**src/rtl/alu8_sequencer.sv**
```systemverilog
// alu8_sequencer: runs one 8-bit ALU operation as two 4-bit passes through
// an external ALU slice. The low nibble goes first and its carry/borrow is
// chained into the high nibble. The block assembles the 8-bit result and the
// Z/C/H flags.
module alu8_sequencer (
  input  logic       clk,
  input  logic       rst,
  input  logic       start,
  input  logic [2:0] op,
  input  logic [7:0] a,
  input  logic [7:0] b,
  input  logic       c_in,
  output logic       busy,
  output logic       done,
  output logic [7:0] result,
  output logic       flag_z,
  output logic       flag_c,
  output logic       flag_h,
  output logic [3:0] alu_a,
  output logic [3:0] alu_b,
  output logic [2:0] alu_op,
  output logic       alu_c,
  input  logic [3:0] alu_out,
  input  logic       alu_z,
  input  logic       alu_c_out
);

  typedef enum logic [1:0] {IDLE, LO, HI, DONE} state_t;

  state_t     state_q, state_d;
  logic [3:0] a_hi_q, a_hi_d;
  logic [3:0] b_hi_q, b_hi_d;
  logic [2:0] op_q, op_d;
  logic       lo_z_q, lo_z_d;
  logic [7:0] result_q, result_d;
  logic       flag_z_q, flag_z_d;
  logic       flag_c_q, flag_c_d;
  logic       flag_h_q, flag_h_d;
  logic       busy_q, busy_d;
  logic       done_q, done_d;
  logic [3:0] alu_a_q, alu_a_d;
  logic [3:0] alu_b_q, alu_b_d;
  logic [2:0] alu_op_q, alu_op_d;
  logic       alu_c_q, alu_c_d;
  logic       accept;

  // Next state, operand capture, nibble captures and the next value of the
  // slice drive. The slice drive is computed from the next state, so during
  // LO and HI it comes straight from flops.
  always_comb begin
    state_d  = state_q;
    a_hi_d   = a_hi_q;
    b_hi_d   = b_hi_q;
    op_d     = op_q;
    lo_z_d   = lo_z_q;
    result_d = result_q;
    flag_z_d = flag_z_q;
    flag_c_d = flag_c_q;
    flag_h_d = flag_h_q;
    alu_a_d  = 4'h0;
    alu_b_d  = 4'h0;
    alu_op_d = 3'd0;
    alu_c_d  = 1'b0;
    accept   = 1'b0;

    case (state_q)
      IDLE: accept = start;
      LO: begin
        state_d       = HI;
        result_d[3:0] = alu_out;
        flag_h_d      = ~op_q[2] & alu_c_out;
        lo_z_d        = alu_z;
        alu_a_d       = a_hi_q;
        alu_b_d       = b_hi_q;
        // The high nibble always runs carry-chained arithmetic (adc/sbc).
        // Logic ops pass through unchanged.
        alu_op_d      = op_q[2] ? op_q : {1'b0, op_q[1], 1'b1};
        alu_c_d       = ~op_q[2] & alu_c_out;
      end
      HI: begin
        state_d       = DONE;
        result_d[7:4] = alu_out;
        flag_c_d      = ~op_q[2] & alu_c_out;
        flag_z_d      = alu_z & lo_z_q;
      end
      DONE: begin
        accept = start;
        if (!start) state_d = IDLE;
      end
      default: state_d = IDLE;
    endcase

    // The low nibble is driven straight from the inputs on the accept edge.
    // Only the high nibbles need to be held for the HI pass.
    if (accept) begin
      state_d  = LO;
      a_hi_d   = a[7:4];
      b_hi_d   = b[7:4];
      op_d     = op;
      alu_a_d  = a[3:0];
      alu_b_d  = b[3:0];
      alu_op_d = op[2] ? op : {1'b0, op[1], 1'b1};
      alu_c_d  = ~op[2] & op[0] & c_in;
    end

    busy_d = (state_d == LO) || (state_d == HI);
    done_d = (state_d == DONE);
  end

  // State and registered outputs; synchronous reset clears everything.
  always_ff @(posedge clk) begin
    if (rst) begin
      state_q  <= IDLE;
      a_hi_q   <= 4'h0;
      b_hi_q   <= 4'h0;
      op_q     <= 3'd0;
      lo_z_q   <= 1'b0;
      result_q <= 8'h00;
      flag_z_q <= 1'b0;
      flag_c_q <= 1'b0;
      flag_h_q <= 1'b0;
      busy_q   <= 1'b0;
      done_q   <= 1'b0;
      alu_a_q  <= 4'h0;
      alu_b_q  <= 4'h0;
      alu_op_q <= 3'd0;
      alu_c_q  <= 1'b0;
    end else begin
      state_q  <= state_d;
      a_hi_q   <= a_hi_d;
      b_hi_q   <= b_hi_d;
      op_q     <= op_d;
      lo_z_q   <= lo_z_d;
      result_q <= result_d;
      flag_z_q <= flag_z_d;
      flag_c_q <= flag_c_d;
      flag_h_q <= flag_h_d;
      busy_q   <= busy_d;
      done_q   <= done_d;
      alu_a_q  <= alu_a_d;
      alu_b_q  <= alu_b_d;
      alu_op_q <= alu_op_d;
      alu_c_q  <= alu_c_d;
    end
  end

  assign busy   = busy_q;
  assign done   = done_q;
  assign result = result_q;
  assign flag_z = flag_z_q;
  assign flag_c = flag_c_q;
  assign flag_h = flag_h_q;
  assign alu_a  = alu_a_q;
  assign alu_b  = alu_b_q;
  assign alu_op = alu_op_q;
  assign alu_c  = alu_c_q;

endmodule

```
**config.mk**
```make
export PLATFORM = sky130hd
export DESIGN_NAME = alu8_sequencer
export DESIGN_NICKNAME = d
export VERILOG_FILES = /design/src/rtl/alu8_sequencer.sv
export SDC_FILE = /design/constraint.sdc
export NUM_CORES = 1
export LEC_CHECK = 0
export ABC_AREA = 0
export CAP_MARGIN = 10
export CORE_UTILIZATION = 30
export DETAILED_ROUTE_END_ITERATION = 16
export PLACE_DENSITY = 0.58
export SLEW_MARGIN = 0
export SYNTH_ARGS = -nofsm -noshare
export SYNTH_HDL_FRONTEND = slang
export SYNTH_SLANG_ARGS = --single-unit
```
**constraint.sdc**
```tcl
create_clock -name clk -period 1.6 [get_ports clk]
set_clock_uncertainty 0.1 [all_clocks]
set_input_delay 0.24 -clock clk [delete_from_list [all_inputs] [get_ports clk]]
set_output_delay 0.24 -clock clk [all_outputs]
set_load 0.03 [all_outputs]
```
After elaboration in Yosys (flattened, before gate mapping)
Cells that the tools add are included.
{"block": "word_totals", "output_inout_bits": 25, "ff_bits": 39, "in_bits": 29}
{"block": "classes", "eq_ne": 6, "reduce_logical": 3, "n_mux": 14, "bitwise": 6}
{"op": "$mux W4", "count": 4}
{"op": "$mux W3", "count": 4}
{"op": "$eq A2 B2 Y1 const B", "count": 4}
{"op": "$pmux W2 S3", "count": 1}
{"op": "$and A1 B1 Y1", "count": 4}
{"op": "$eq A2 B1 Y1 const B", "count": 2}
{"op": "$mux W2", "count": 2}
{"op": "$mux W1", "count": 3}
{"op": "$logic_not A2 Y1", "count": 1}
{"op": "$not A1 Y1", "count": 2}
{"op": "$reduce_or A2 Y1", "count": 1}
{"op": "$logic_or A1 B1 Y1", "count": 1}

Depth between registers and ports, before layout
Gate-level depths: netlist of run 1.
{"block": "logic_depth", "depth_word": 6, "ltp_mapped": 6, "depth_no_buf": 5}

Least setup slack after synthesis of run 1
OpenSTA, ideal clock, no wires.
{"block": "synth_path", "path_type": "register to register", "from": "register state_q[0]", "to": "register alu_op_q[2] (netlist: alu_op[2])", "stages_incl_launch_ff": 7, "t_arrival_ns": 1.198, "path_slack_ns": 0.233, "required_time_ns": 1.431, "cell_sequence": "dfxtp_1 inv_1 ha_1 nand2_2 buf_2 nand3_1 a21oi_2"}
{"block": "synth_via", "elab_chain_len": 4}
{"element": "start, declared", "line": "30", "rtl": "state_t state_q, state_d;"}
{"element": "start signal, assigned", "line": "129", "rtl": "state_q <= state_d;"}
{"element": "$eq A2 B2 Y1 / $logic_not A2 Y1 (equally long branches)", "line": "66", "rtl": "case (state_q)"}
{"element": "$reduce_or A2 Y1 (no line)"}
{"element": "$mux W1", "line": "66"}
{"element": "$mux W3 *", "line": "95", "rtl": "if (accept) begin"}
{"element": "end signal, assigned", "line": "142", "rtl": "alu_op_q <= alu_op_d;"}
{"element": "end, declared", "line": "43", "rtl": "logic [2:0] alu_op_q, alu_op_d;"}
Mark *: on every way between the ends. The rest lies on a longest branch, timed or not.
A chain may end at the register's enable or synchronous reset.

Worst setup path after layout of run 1
{"block": "layout_path", "from": "register state_q[0]", "to": "register alu_op_q[0] (netlist: alu_op[0])"}
The elaborated chain is that of the path after synthesis.

==> metrics.log, run 1 <==
INFO  metric outcome = complete, no violations
INFO  metric ys_seq_area_frac = 0.5098
INFO  metric detailed_place_hpwl = 2.141 mm
INFO  metric drt_iter0_markers = just over 60
INFO  metric areaGrowthSynthToFinish = 44.61%
INFO  metric peakVddDrop = about 0.44 mV
INFO  metric grt_antenna_before_repair = 0
INFO  metric total_negative_slack = 0 ns
INFO  metric syn-instance-count = 158
INFO  metric post_cts_buffers = 0
INFO  metric fp.dieArea = around 5400 um2
INFO  metric ios = between 50 and 60
INFO  metric die_height = 73.45 um
INFO  metric avgSynthCellArea = 9.693 um2
INFO  metric worstHoldPathType = in -> reg
INFO  metric cp.required = 1.71 ns
INFO  metric timing.max_slew.rel_slack = 0.7094
INFO  metric power_density_over_the_cells = 1231 nW/um2
INFO  metric grt_max_degree = 22
INFO  metric final_layout_size_suffix_gt1_frac = 0.1698
INFO  metric clock_insertion_delay_worst_skew = ~0.28 ns
INFO  metric final_common_cell = sky130_fd_sc_hd__dfxtp_1
INFO  metric drcViolationCount = 0
INFO  metric postSynthRegisterBits = 39
INFO  metric max_cap_viol_count = 0
INFO  metric report.final.setup_viol = 0
INFO  metric ctsRootBufferMaster = sky130_fd_sc_hd__clkbuf_8
INFO  metric gp_congestion = 0.6826
INFO  metric crit_path_start_kind = register
INFO  metric layout_common_cells = sky130_fd_sc_hd__dfxtp_1, sky130_fd_sc_hd__clkdlybuf4s50_1, sky130_fd_sc_hd__nand2_1
INFO  metric worstSetupPathType = reg -> reg
INFO  metric die_w = 73.45 um
INFO  metric io_buffer_count = 53
INFO  metric finalPower = 2.726 mW
INFO  metric insertedDiodeCount = 0
INFO  metric critical_path_sink_type = register
INFO  metric achievable-frequency = 670.6 MHz
INFO  metric power.leakage = 0.9663 nW
INFO  metric worst_ep_arrival_time = ~1.6 ns
INFO  metric final_count_of_hold_timing_violations = 0
INFO  metric yosysWarnings = 0
INFO  metric ff_latch_area = 780.7 um2
INFO  metric yosys.area_share.simple = 0.2059
INFO  metric core_box_area = 4817 um2
INFO  metric final_net_count = about 240
INFO  metric post_synth_mux_area_share = 0.07190
INFO  metric fillerInstances = 496
INFO  metric synth.lib_cells_used.distinct = 25
INFO  metric layout_worst_path_cycle_share = 0.9320
INFO  metric maximum_clock_path_buffer_count = 2
INFO  metric maxSlewViolCount = 0
INFO  metric period_needed = 1.491 ns
INFO  metric cts.sinks = 39
INFO  metric syn_nets = 190
INFO  metric place_inst = 271
INFO  metric cts_tree = done
INFO  metric cts_inserted_buffers = 5
INFO  metric post_synthesis_adder_cell_area_fraction = 0.02451
INFO  metric grt.overflow.total = 0
INFO  metric ant_nets = 0
INFO  metric vias_per_cell = 4.290
INFO  metric worst_setup_hold_path_clk_slew = about 0.080 ns
INFO  metric routed-via-count = 1,197
INFO  metric rsz0062_at_grt = no
INFO  metric first_pass_iters = 4
INFO  metric syn_area = 1531 um2
INFO  metric footprint_of_the_multi_input_gates = between 600 and 700 um2
INFO  metric grt_first_pass_wirelength = 5.071 mm
INFO  metric wirelength = roughly 3.1 mm
INFO  metric path_max_fanout = 21
INFO  metric initial_util = 0.3179
INFO  metric worstMarginPinSlew = 0.4359 ns
INFO  metric number_of_standard_cells_in_the_layout_taps_in_and_fillers_out = 279
INFO  metric number_of_buffers_inserted_for_hold_repair_after_clock_tree_synthesis = 0
INFO  metric first_global_vias = 1,132
INFO  metric synth_top_family_by_area = simple AND/OR/NAND/NOR gates
INFO  metric clock_tree.htree_level_count = 2
INFO  metric gr-usage-all-layers = 0.1229
INFO  metric synthesized_area_fraction_occupied_by_ao_oa_aoi_and_oai_cells = 0.1266
INFO  metric synth_xor_area_frac = 0
INFO  metric post_drt_wl_per_cell = 11.29 um
INFO  metric rows = 25
final timing paths:
check / start / end / slack (ns) / cells after the start
worst min register to register: b_hi_q[0] / b_hi_q[0] / 0.37 / 2
worst max register to register: state_q[0] / alu_op[0] / 0.11 / 5
worst max-delay path: state_q[0] / alu_op[0] / 0.11 / 5
worst min-delay path: rst / result[0] / 0.27 / 2
area by class of cell:
cell class | count | area share
tap | 67 | 0.03785
multi-input combinational | 105 | 0.2966
clock inverter | 2 | 0.01582
clock buffer | 6 | 0.03729
sequential | 39 | 0.3525
timing repair buffer | 57 | 0.2548
inverter | 3 | 0.005085
per-stage QoR:
step	util	instance area (um2)	hold slack (ns)	worst slack, ns
4_1_cts	0.4577	2205	0.2624	0.004331
3_5_place_dp	0.4387	2113	0.3543	0.05195
3_3_place_gp	0.4387	2113	0.3553	0.08100
5_1_grt	0.4597	2215	0.2880	0.006340
2_1_floorplan	-	1531	0.2669	0.2325
6_report	0.4597	2215	0.2732	0.1088
routing by layer:
| layer | GRT usage | share of wire |
|---|---|---|
| met5 | 0 | 0 |
| met4 | 0.03846 | 0.0076 |
| met2 | 0.1957 | 0.48 |
| met3 | 0.03429 | 0.033 |
| met1 | 0.1610 | 0.48 |
where the power goes:
part / internal (mW) / switching (mW) / total [mW]
registers: 1.08 / 0.0441 / 1.13
clock network: 0.505 / 0.330 / 0.835
logic: 0.315 / 0.449 / 0.763
total: 1.90 / 0.823 / 2.73
timing repair:
item / CTS / global route
endpoints found under the setup margin: 21 / 4
resized for setup: 21 / 4
gates cloned: 0 / 0
Yosys cell counts, drive strengths merged:
cell     count  area share
a21oi       24        0.12
and2         1      0.0057
buf         11       0.054
dfxtp       39        0.51
ha           3       0.025
inv          3      0.0074
mux2i       11       0.072
nand2       31       0.092
nand2b       2      0.0082
nand3       11       0.036
nand4b       1      0.0057
nand4bb      1      0.0074
nor2        14       0.034
nor2b        2      0.0082
nor3         1      0.0033
nor3b        1      0.0049
o21ai        1      0.0033
o31a         1      0.0057
state kept, by name, summed over array words and instances, names as in the netlist, 2 cells and up:
| signal | count |
|---|---|
| alu_op | 3 |
| b_hi_q | 4 |
| a_hi_q | 4 |
| result | 8 |
| state_q | 2 |
| alu_a | 4 |
| alu_b | 4 |
| op_q | 3 |
worst max-delay path: stages (launching register included):
cell and delay, ns:
sky130_fd_sc_hd__dfxtp_1 0.34, sky130_fd_sc_hd__inv_1 0.06, sky130_fd_sc_hd__ha_1 0.34, sky130_fd_sc_hd__and2_4 0.34
sky130_fd_sc_hd__a21oi_1 0.07, sky130_fd_sc_hd__nor3_1 0.16
logic make-up (layout without fill, tap and decap cells):
group	Yosys count	in the layout
AO/OA/AOI/OAI	26	26
adder cells (fa/ha/maj)	3	3
buffers and inverters	14	68
flip-flops	39	39
multiplexers	11	11
AND/OR/NAND/NOR	65	65
Power figures use the tool's default switching activity.
==> inputs of run 2 (changes only) <==
--- a/config.mk
+++ b/config.mk
@@ -7,9 +7,12 @@
 export LEC_CHECK = 0
 export ABC_AREA = 0
 export CAP_MARGIN = 10
+export CELL_PAD_IN_SITES_DETAIL_PLACEMENT = 0
+export CELL_PAD_IN_SITES_GLOBAL_PLACEMENT = 2
 export CORE_UTILIZATION = 30
 export DETAILED_ROUTE_END_ITERATION = 16
-export PLACE_DENSITY = 0.58
+export DONT_BUFFER_PORTS = 1
+export PLACE_DENSITY = 0.67
 export SLEW_MARGIN = 0
 export SYNTH_ARGS = -nofsm -noshare
 export SYNTH_HDL_FRONTEND = slang
==> run 2 against run 1 <==
Compared with the run above: via count fell by 8.1%; final cell count shrank 12%; fmax shrank 3.4%; cell area shrank 16%; critical path type unchanged; critical endpoint unchanged.
==> metrics.log, run 2 (synthesis results as in run 1) <==
INFO  metric r2r_slack = about 0.057 ns
INFO  metric crit-reg2reg-launch = state_q[0]
INFO  metric largest_reg_flops = 8
INFO  metric ctsRootBufferMaster = sky130_fd_sc_hd__clkbuf_8
INFO  metric worst_setup_hold_path_clk_slew = 0.08 ns
INFO  metric wirelength = 3.416 mm
INFO  metric fp.dieArea = 5395 um2
INFO  metric layout_common_cells = sky130_fd_sc_hd__dfxtp_1, sky130_fd_sc_hd__nand2_1, sky130_fd_sc_hd__dlygate4sd3_1
INFO  metric grt_use_met2 = 0.2039
INFO  metric drt_iter0_markers = 45
INFO  metric maximum_clock_path_buffer_count = 2
INFO  metric hold_path_depth = 2
INFO  metric cts_inserted_buffers = 5
INFO  metric ant_nets = 0
INFO  metric io_buffer_count = 0
INFO  metric grt_busiest_layer = met2
INFO  metric outcome = complete, no violations
INFO  metric drcViolationCount = 0
INFO  metric first_pass_iters = 4
INFO  metric achievable-frequency = 648.1 MHz
INFO  metric holdWs = 0.009225 ns
INFO  metric rows = 25
INFO  metric final_layout_size_suffix_gt1_frac = 0.1844
INFO  metric crit_path_start_kind = register
INFO  metric max_cap_viol_count = 0
INFO  metric detailed_place_hpwl = 2.055 mm
INFO  metric period_needed = 1.543 ns
INFO  metric crit_path_top_delay_cell = sky130_fd_sc_hd__ha_1
INFO  metric final_net_count = 210
INFO  metric clock_tree.htree_level_count = 2
INFO  metric grt.overflow.total = 0
INFO  metric worst_ep_arrival_time = around 1.6 ns
INFO  metric final_count_of_hold_timing_violations = 0
INFO  metric crit_family = simple AND/OR/NAND/NOR gates
INFO  metric die_height = approximately 73 um
INFO  metric worstPathCellList = inv_1, ha_1, nand2_4, nor3b_1, nor3_1
INFO  metric initial_util = 0.3179
INFO  metric die_w = between 70 and 80 um
INFO  metric r2r_end = alu_op[0]
INFO  metric total_negative_slack = 0 ns
INFO  metric worstHoldPathType = in -> reg
INFO  metric maxSlewViolCount = 0
INFO  metric final_common_cell = sky130_fd_sc_hd__dfxtp_1
INFO  metric cp.required = 1.68 ns
INFO  metric gp_congestion = roughly 0.6
INFO  metric ios = 54
INFO  metric power.leakage = 0.6747 nW
INFO  metric timing.critical_path.slowest_cell_delay = 0.40 ns
INFO  metric worstMarginPinSlew = 0.3933 ns
INFO  metric post_cts_buffers = 0
INFO  metric rsz0062_at_grt = yes
INFO  metric hold_path_startpoint = alu_out[3]
INFO  metric grt_first_pass_wirelength = ~5.3 mm
INFO  metric report.final.setup_viol = 0
INFO  metric routed-via-count = 1,100
INFO  metric whs_endpoint = result[3]
INFO  metric fillerInstances = 516
INFO  metric layout_worst_path_cycle_share = 0.9644
INFO  metric finalPower = 2.420 mW
INFO  metric cts_tree = done
INFO  metric worstSetupPathType = reg -> reg
INFO  metric critical_path_sink_type = register
INFO  metric grt_antenna_before_repair = 0
INFO  metric first_global_vias = between 1,000 and 1,500
INFO  metric layout.core_utilization = 0.3868
INFO  metric grt_use_met3 = 0.06310
INFO  metric core_box_area = 4817 um2
INFO  metric path_max_fanout = 24
INFO  metric peakVddDrop = 0.4779 mV
INFO  metric critPathBufInv = 1
INFO  metric vias_per_cell = 4.472
INFO  metric r2r.worst_path.cells = 5
INFO  metric insertedDiodeCount = 0
INFO  metric power_density_over_the_cells = 1299 nW/um2
INFO  metric areaGrowthSynthToFinish = 21.65%
INFO  metric grt_util_met1 = 0.1630
INFO  metric grt_max_degree = 38
INFO  metric post_drt_wl_per_cell = approximately 14 um
INFO  metric clock_insertion_delay_worst_skew = approximately 0.28 ns
INFO  metric cts.sinks = 39
INFO  metric gr-usage-all-layers = 0.1346
INFO  metric timing.max_slew.rel_slack = 0.7378
run 2: cell count changes in the layout (fill, tap and decap cells not counted), sizes merged:
cell	previous run	this run
buf	5	3
clkdlybuf4s50	27	0
dlygate4sd3	0	20
dlygate4sd2	21	0
and2	1	2
dlymetal6s2s	4	0
clkbuf	6	7
bufinv	1	0
run 2: how the worst max path moves through the flow:
stage / cells past startpoint / endpoint / start / slack (ns)
6_report: 5 / alu_op[0] / state_q[0] / 0.06
4_1_cts: 5 / alu_op[0] / state_q[0] / 0.03
5_1_grt: 5 / alu_op[0] / state_q[0] / -0.05
3_5_place_dp: 5 / alu_op[1] / state_q[0] / 0.02
2_1_floorplan: 6 / alu_op[2] / state_q[0] / 0.23
3_3_place_gp: 5 / alu_op[0] / state_q[0] / 0.09
run 2: metrics by stage:
step | instance area [um2] | instances | setup slack [ns]
after detailed placement | 1548 | 216 | 0.02111
after global placement | 1548 | 216 | 0.08688
final | 1863 | 246 | 0.05701
after floorplan | 1531 | 158 | 0.2325
after global routing | 1863 | 246 | -0.04635
after CTS | 1854 | 245 | 0.03487
run 2: final cells by class:
| cell class | count | area [um2] | share of cell area |
|---|---|---|---|
| Sequential cell | 39 | 780.7 | 0.4191 |
| Multi-Input combinational cell | 106 | 670.6 | 0.3600 |
| Timing Repair Buffer | 23 | 235.2 | 0.1263 |
| Tap cell | 67 | 83.83 | 0.04500 |
| Clock buffer | 7 | 76.32 | 0.04097 |
| Inverter | 3 | 11.26 | 0.006044 |
| Clock inverter | 1 | 5.005 | 0.002686 |
run 2: repair_timing:
item                                    in CTS  in global routing
pin swaps                                    0                  1
endpoints found under the hold margin       38                  0
endpoints found under the setup margin       1                 18
hold buffers                                21                  0
gates cloned                                 0                  1
gates resized for setup                      1                  1
run 2: report_power, final:
part | total, mW | switching [mW] | internal, mW
registers | 1.28 | 0.193 | 1.09
clock network | 0.629 | 0.323 | 0.306
logic | 0.512 | 0.297 | 0.215
run 2: per-layer routing:
metal / part of all wire / wire length (um) / vias to the layer above
met5: 0 / 0 / -
met4: 0.016 / 54 / 0
met3: 0.073 / 248 / 5
met2: 0.45 / 1546 / 29
met1: 0.46 / 1568 / 506
li1: - / - / 560
==> inputs of run 3 (changes only) <==
--- a/config.mk
+++ b/config.mk
@@ -9,6 +9,7 @@
 export CAP_MARGIN = 10
 export CELL_PAD_IN_SITES_DETAIL_PLACEMENT = 0
 export CELL_PAD_IN_SITES_GLOBAL_PLACEMENT = 2
+export CORE_MARGIN = 2
 export CORE_UTILIZATION = 30
 export DETAILED_ROUTE_END_ITERATION = 16
 export DONT_BUFFER_PORTS = 1
==> run 3 against run 2 <==
Compared with the run above: sequential share of layout area shrank 0.75 points; worst hold slack lost 0.0065 ns; total power grew 2.9%; non-clock buffer count is the same.
==> metrics.log, run 3 (synthesis results as in run 1) <==
INFO  metric layout_worst_path_cycle_share = 0.9386
INFO  metric post_drt_wl_per_cell = 14.45 um
INFO  metric maxSlewViolCount = 0
INFO  metric crit_start = state_q[0]
INFO  metric crit-reg2reg-launch = state_q[0]
INFO  metric worstHoldPathType = in -> reg
INFO  metric final_common_cell = sky130_fd_sc_hd__dfxtp_1
INFO  metric place_inst = 219
INFO  metric rsz0062_at_grt = no
INFO  metric crit_path_start_kind = register
INFO  metric drt_iter0_markers = 37
INFO  metric achievable-frequency = 665.9 MHz
INFO  metric grt_max_degree = 38
INFO  metric worst_setup_hold_path_clk_slew = around 0.07 ns
INFO  metric clock_tree.htree_level_count = 2
INFO  metric gr-usage-all-layers = 0.1251
INFO  metric rows = 26
INFO  metric fp.dieArea = between 5000 and 6000 um2
INFO  metric worst_ep_arrival_time = 1.63 ns
INFO  metric minimum_setup_slack_after_placement = 0.006551 ns
INFO  metric outcome = complete, no violations
INFO  metric number_of_standard_cells_in_the_layout_taps_in_and_fillers_out = ~250
INFO  metric layout_common_cells = sky130_fd_sc_hd__dfxtp_1, sky130_fd_sc_hd__nand2_1, sky130_fd_sc_hd__dlygate4sd3_1
INFO  metric maximum_clock_path_buffer_count = 2
INFO  metric die_height = around 75 um
INFO  metric ios = 54
INFO  metric critical_path_sink_type = register
INFO  metric first_pass_iters = 4
INFO  metric die_w = 75.45 um
INFO  metric worstSetupPathType = reg -> reg
INFO  metric first_global_vias = between 1,000 and 1,500
INFO  metric dpl_cell_area = 1551 um2
INFO  metric power_density_over_the_cells = between 1000 and 1500 nW/um2
INFO  metric total_negative_slack = 0 ns
INFO  metric max_cap_viol_count = 0
INFO  metric power.leakage = 0.6820 nW
INFO  metric drcViolationCount = 0
INFO  metric final_count_of_hold_timing_violations = 0
INFO  metric core_box_area = 5010 um2
INFO  metric r2r_slack = approximately 0.098 ns
INFO  metric initial_util = 0.3057
INFO  metric routed-via-count = 1,130
INFO  metric cts.sinks = 39
INFO  metric clock_insertion_delay_worst_skew = 0.28 ns
INFO  metric ant_nets = 0
INFO  metric wirelength = between 3 and 4 mm
INFO  metric timing.max_slew.rel_slack = 0.7674
INFO  metric detailed_place_hpwl = 2.184 mm
INFO  metric final_layout_size_suffix_gt1_frac = 0.2067
INFO  metric insertedDiodeCount = 0
INFO  metric report.final.setup_viol = 0
INFO  metric areaGrowthSynthToFinish = 23.86%
INFO  metric vias_per_cell = 4.538
INFO  metric io_buffer_count = 0
INFO  metric final_net_count = 211
INFO  metric grt_antenna_before_repair = 0
INFO  metric gp_congestion = a little under 0.7
INFO  metric post-route-worst-setup-slack = approximately 0.098 ns
INFO  metric largest_reg_flops = 8
INFO  metric cts_tree = done
INFO  metric finalPower = 2.490 mW
INFO  metric cts_inserted_buffers = 5
INFO  metric cp.required = about 1.7 ns
INFO  metric grt.overflow.total = 0
INFO  metric peakVddDrop = 0.5450 mV
INFO  metric worstMarginPinSlew = ~0.35 ns
INFO  metric grt_first_pass_wirelength = 5.154 mm
INFO  metric path_max_fanout = 6
INFO  metric fillerInstances = 523
INFO  metric layout.cell_area.non_filler = 1897 um2
INFO  metric period_needed = between 1.5 and 2 ns
INFO  metric post_cts_buffers = 0
INFO  metric ctsRootBufferMaster = sky130_fd_sc_hd__clkbuf_8
INFO  metric hold_path_startpoint = alu_out[3]
## run 3: changes by cell type in the layout (fill, tap and decap cells not counted), sizes merged
cell	delta
and2	+1
clkbuf	-1
## run 3: where the power goes
group / switching, mW / leakage (nW) / internal (mW) / total (mW)
clock network: 0.323 / 0.0470 / 0.338 / 0.661
registers: 0.194 / 0.319 / 1.09 / 1.28
logic: 0.319 / 0.316 / 0.231 / 0.550
total: 0.835 / 0.682 / 1.65 / 2.49
## run 3: metrics by stage
| stage | hold WS, ns | utilization |
|---|---|---|
| 5_1_grt | 0.006726 | 0.3786 |
| 2_1_floorplan | 0.2669 | - |
| 3_3_place_gp | 0.2060 | 0.3097 |
| 4_1_cts | 0.00008271 | 0.3721 |
| 3_5_place_dp | 0.2067 | 0.3097 |
| 6_report | 0.002702 | 0.3786 |
## run 3: area by class of cell
cell class,instances,area (um2),area share
Inverter,3,11.26,0.005937
Multi-Input combinational cell,107,694.4,0.3661
Timing Repair Buffer,23,235.2,0.1240
Clock inverter,1,5.005,0.002639
Tap cell,70,87.58,0.04617
Sequential cell,39,780.7,0.4116
Clock buffer,6,82.58,0.04354
## run 3: critical path: stages (launching register included)
cell                      delay (ns)
sky130_fd_sc_hd__dfxtp_1        0.34
sky130_fd_sc_hd__inv_1          0.07
sky130_fd_sc_hd__ha_2           0.43
sky130_fd_sc_hd__and2_2         0.29
sky130_fd_sc_hd__nand2_1        0.10
sky130_fd_sc_hd__a21oi_2        0.11
## run 3: worst paths after layout
check / end / cells after the start
setup / recovery: alu_b[2] / 5
hold / removal: result[7] / 2
hold reg to reg: op_q[0] / 2
setup reg to reg: alu_b[2] / 5
## run 3: timing repair
item | in CTS | in global routing
cloned | 0 | 2
pin swaps | 0 | 1
gates resized for setup | 1 | 4
hold buffers | 21 | 0
endpoints found under the setup margin | 2 | 22
hold endpoints to repair | 38 | 0
## run 3: routing by layer
metal | vias to the layer above | GRT usage | wire length (um)
met5 | - | 0 | 0
met4 | 0 | 0.06043 | 90
met3 | 7 | 0.06085 | 273
met2 | 39 | 0.1903 | 1722
met1 | 523 | 0.1476 | 1513
li1 | 561 | - | -
==> patch (config.mk and constraints of run 2) <==
Put one more register stage on the output `alu_a`, without a reset. The value now appears one clock later. The other outputs are not delayed to match.
--- a/src/rtl/alu8_sequencer.sv
+++ b/src/rtl/alu8_sequencer.sv
@@ -152,3 +152,5 @@
   assign flag_h = flag_h_q;
-  assign alu_a  = alu_a_q;
+  always_ff @(posedge clk) begin
+    alu_a <= alu_a_q;
+  end
   assign alu_b  = alu_b_q;
Formal check against the unedited RTL: not equivalent (Yosys sat finds a counterexample within 4 cycles, from zero or initial values and one cycle with rst high).
==> patch against run 2 <==
- synthesized area grew 2.3%
- total power grew 5.8%
- maximum frequency grew 1.9%
- routed wire length shrank 6.0%
- non-clock buffer count grew 6
- sequential cell count grew 4
- critical path depth is the same
- cell area grew 4.2%
- setup slack gained 28 ps
- worst hold slack lost 2.1 ps
- critical path type unchanged
- highest routed layer unchanged
==> patch: results (changes against run 2) <==
INFO  finish         post_route_cells_drive_above_1_share=19.4% [+1.0 points]
INFO  clock_network  cts.repair.resized=0 [-1]
INFO  grt            grt_use_total=13.1% [-0.38 points]
INFO  route          detail_route.iter0.violations=40 [-11%]
INFO  logic_synthesis synthTopCellsByCount=dfxtp_1 (43), nand2_1 (21), a21oi_1 (14), nor2_1 (14), mux2i_1 (11)
INFO  outcome        status=complete, no violations
INFO  setup_path     critical_path.max_stage_delay=340ps [-60 ps]
INFO  finish         clk_share=4.19% [-0.17 points]
INFO  min_path       worstHoldEndpoint=result[6]
INFO  setup_path     worst-r2r-setup-slack=90ps [+30 ps]
INFO  route          route.detailed.vias_per_inst=4.51 [+0.95%]
INFO  finish         buffers=29 [+26%]
INFO  placed_design  detailedPlacementHpwl=2.18mm [+6.1%]
INFO  logic_synthesis synth_compound_area_share=11.6% [-1.1 points]
INFO  grt            global_route.usage.met2=20.4% [about the same]
INFO  route          met3_wirelength=202um [-19%]
INFO  logic_synthesis yosysUniqueCellTypes=24 [-4.0%]
INFO  finish         sequential_cell_total=43 [+10%]
INFO  setup_path     critical_path.slowest_cell=dfxtp_1
INFO  finish         seq_cell_area=861um^2 [+10%]
INFO  logic_synthesis synth-seq-area-share=55.0% [+4.0 points]
INFO  logic_synthesis post_syn_nets=184 [-3.2%]
INFO  grt            grt_pass1_wl=5.28mm [-1.0%]
INFO  route          totalWireLength=3.21mm [-6.0%]
INFO  route          detail_route.wirelength.met1=1.45mm [-7.7%]
INFO  pwr            max-vdd-ir-drop=0.000576V [+21%]
INFO  finish         nonClkBufAreaFrac=15.1% [+2.5 points]
INFO  sta            post-route-min-period=1510ps [-28.4 ps]
INFO  logic_synthesis synth_adder_area_share=2.40% [-0.055 points]
INFO  logic_synthesis yosys-top-cells-area=dfxtp_1 (55%), mux2i_1 (7.0%), a21oi_2 (5.0%)
INFO  sta            hold_worst_slack=7.13ps [-2.09 ps]
INFO  setup_path     worst_r2r_dst=alu_b[1]
INFO  route          wl_met2=1.53mm [-1.0%]
INFO  sta            max_slew_margin=74.9% [+1.1 points]
INFO  finish         multi_input_area_share=31.5% [-4.5 points]
INFO  setup_path     path_max_fanout=9 [-63%]
## patch: stage by stage
stage	std cells	power (mW)	utilization, %
2_1_floorplan	152	1.82	-
4_1_cts	247	2.59	39.6
3_3_place_gp	216	1.85	33.0
6_report	247	2.56	39.8
5_1_grt	247	2.72	39.8
3_5_place_dp	216	1.87	33.0
## patch: worst max-delay path by stage
stage	cells past startpoint	endpoint	start
after floorplan	6	alu_op[0]	state_q[0]
after global placement	5	alu_op[0]	state_q[0]
after detailed placement	6	alu_b[2]	state_q[0]
after CTS	6	alu_b[1]	state_q[0]
after global routing	5	alu_a_q[3]	state_q[0]
final	5	alu_b[1]	state_q[0]
## patch: power groups by stage
stage | clock (mW) | sequential (mW) | combinational, mW
after floorplan | 0 | 1.39 | 0.422
after global placement | 0 | 1.41 | 0.445
after detailed placement | 0 | 1.41 | 0.458
after CTS | 0.680 | 1.39 | 0.524
after global routing | 0.731 | 1.40 | 0.587
final | 0.650 | 1.38 | 0.525
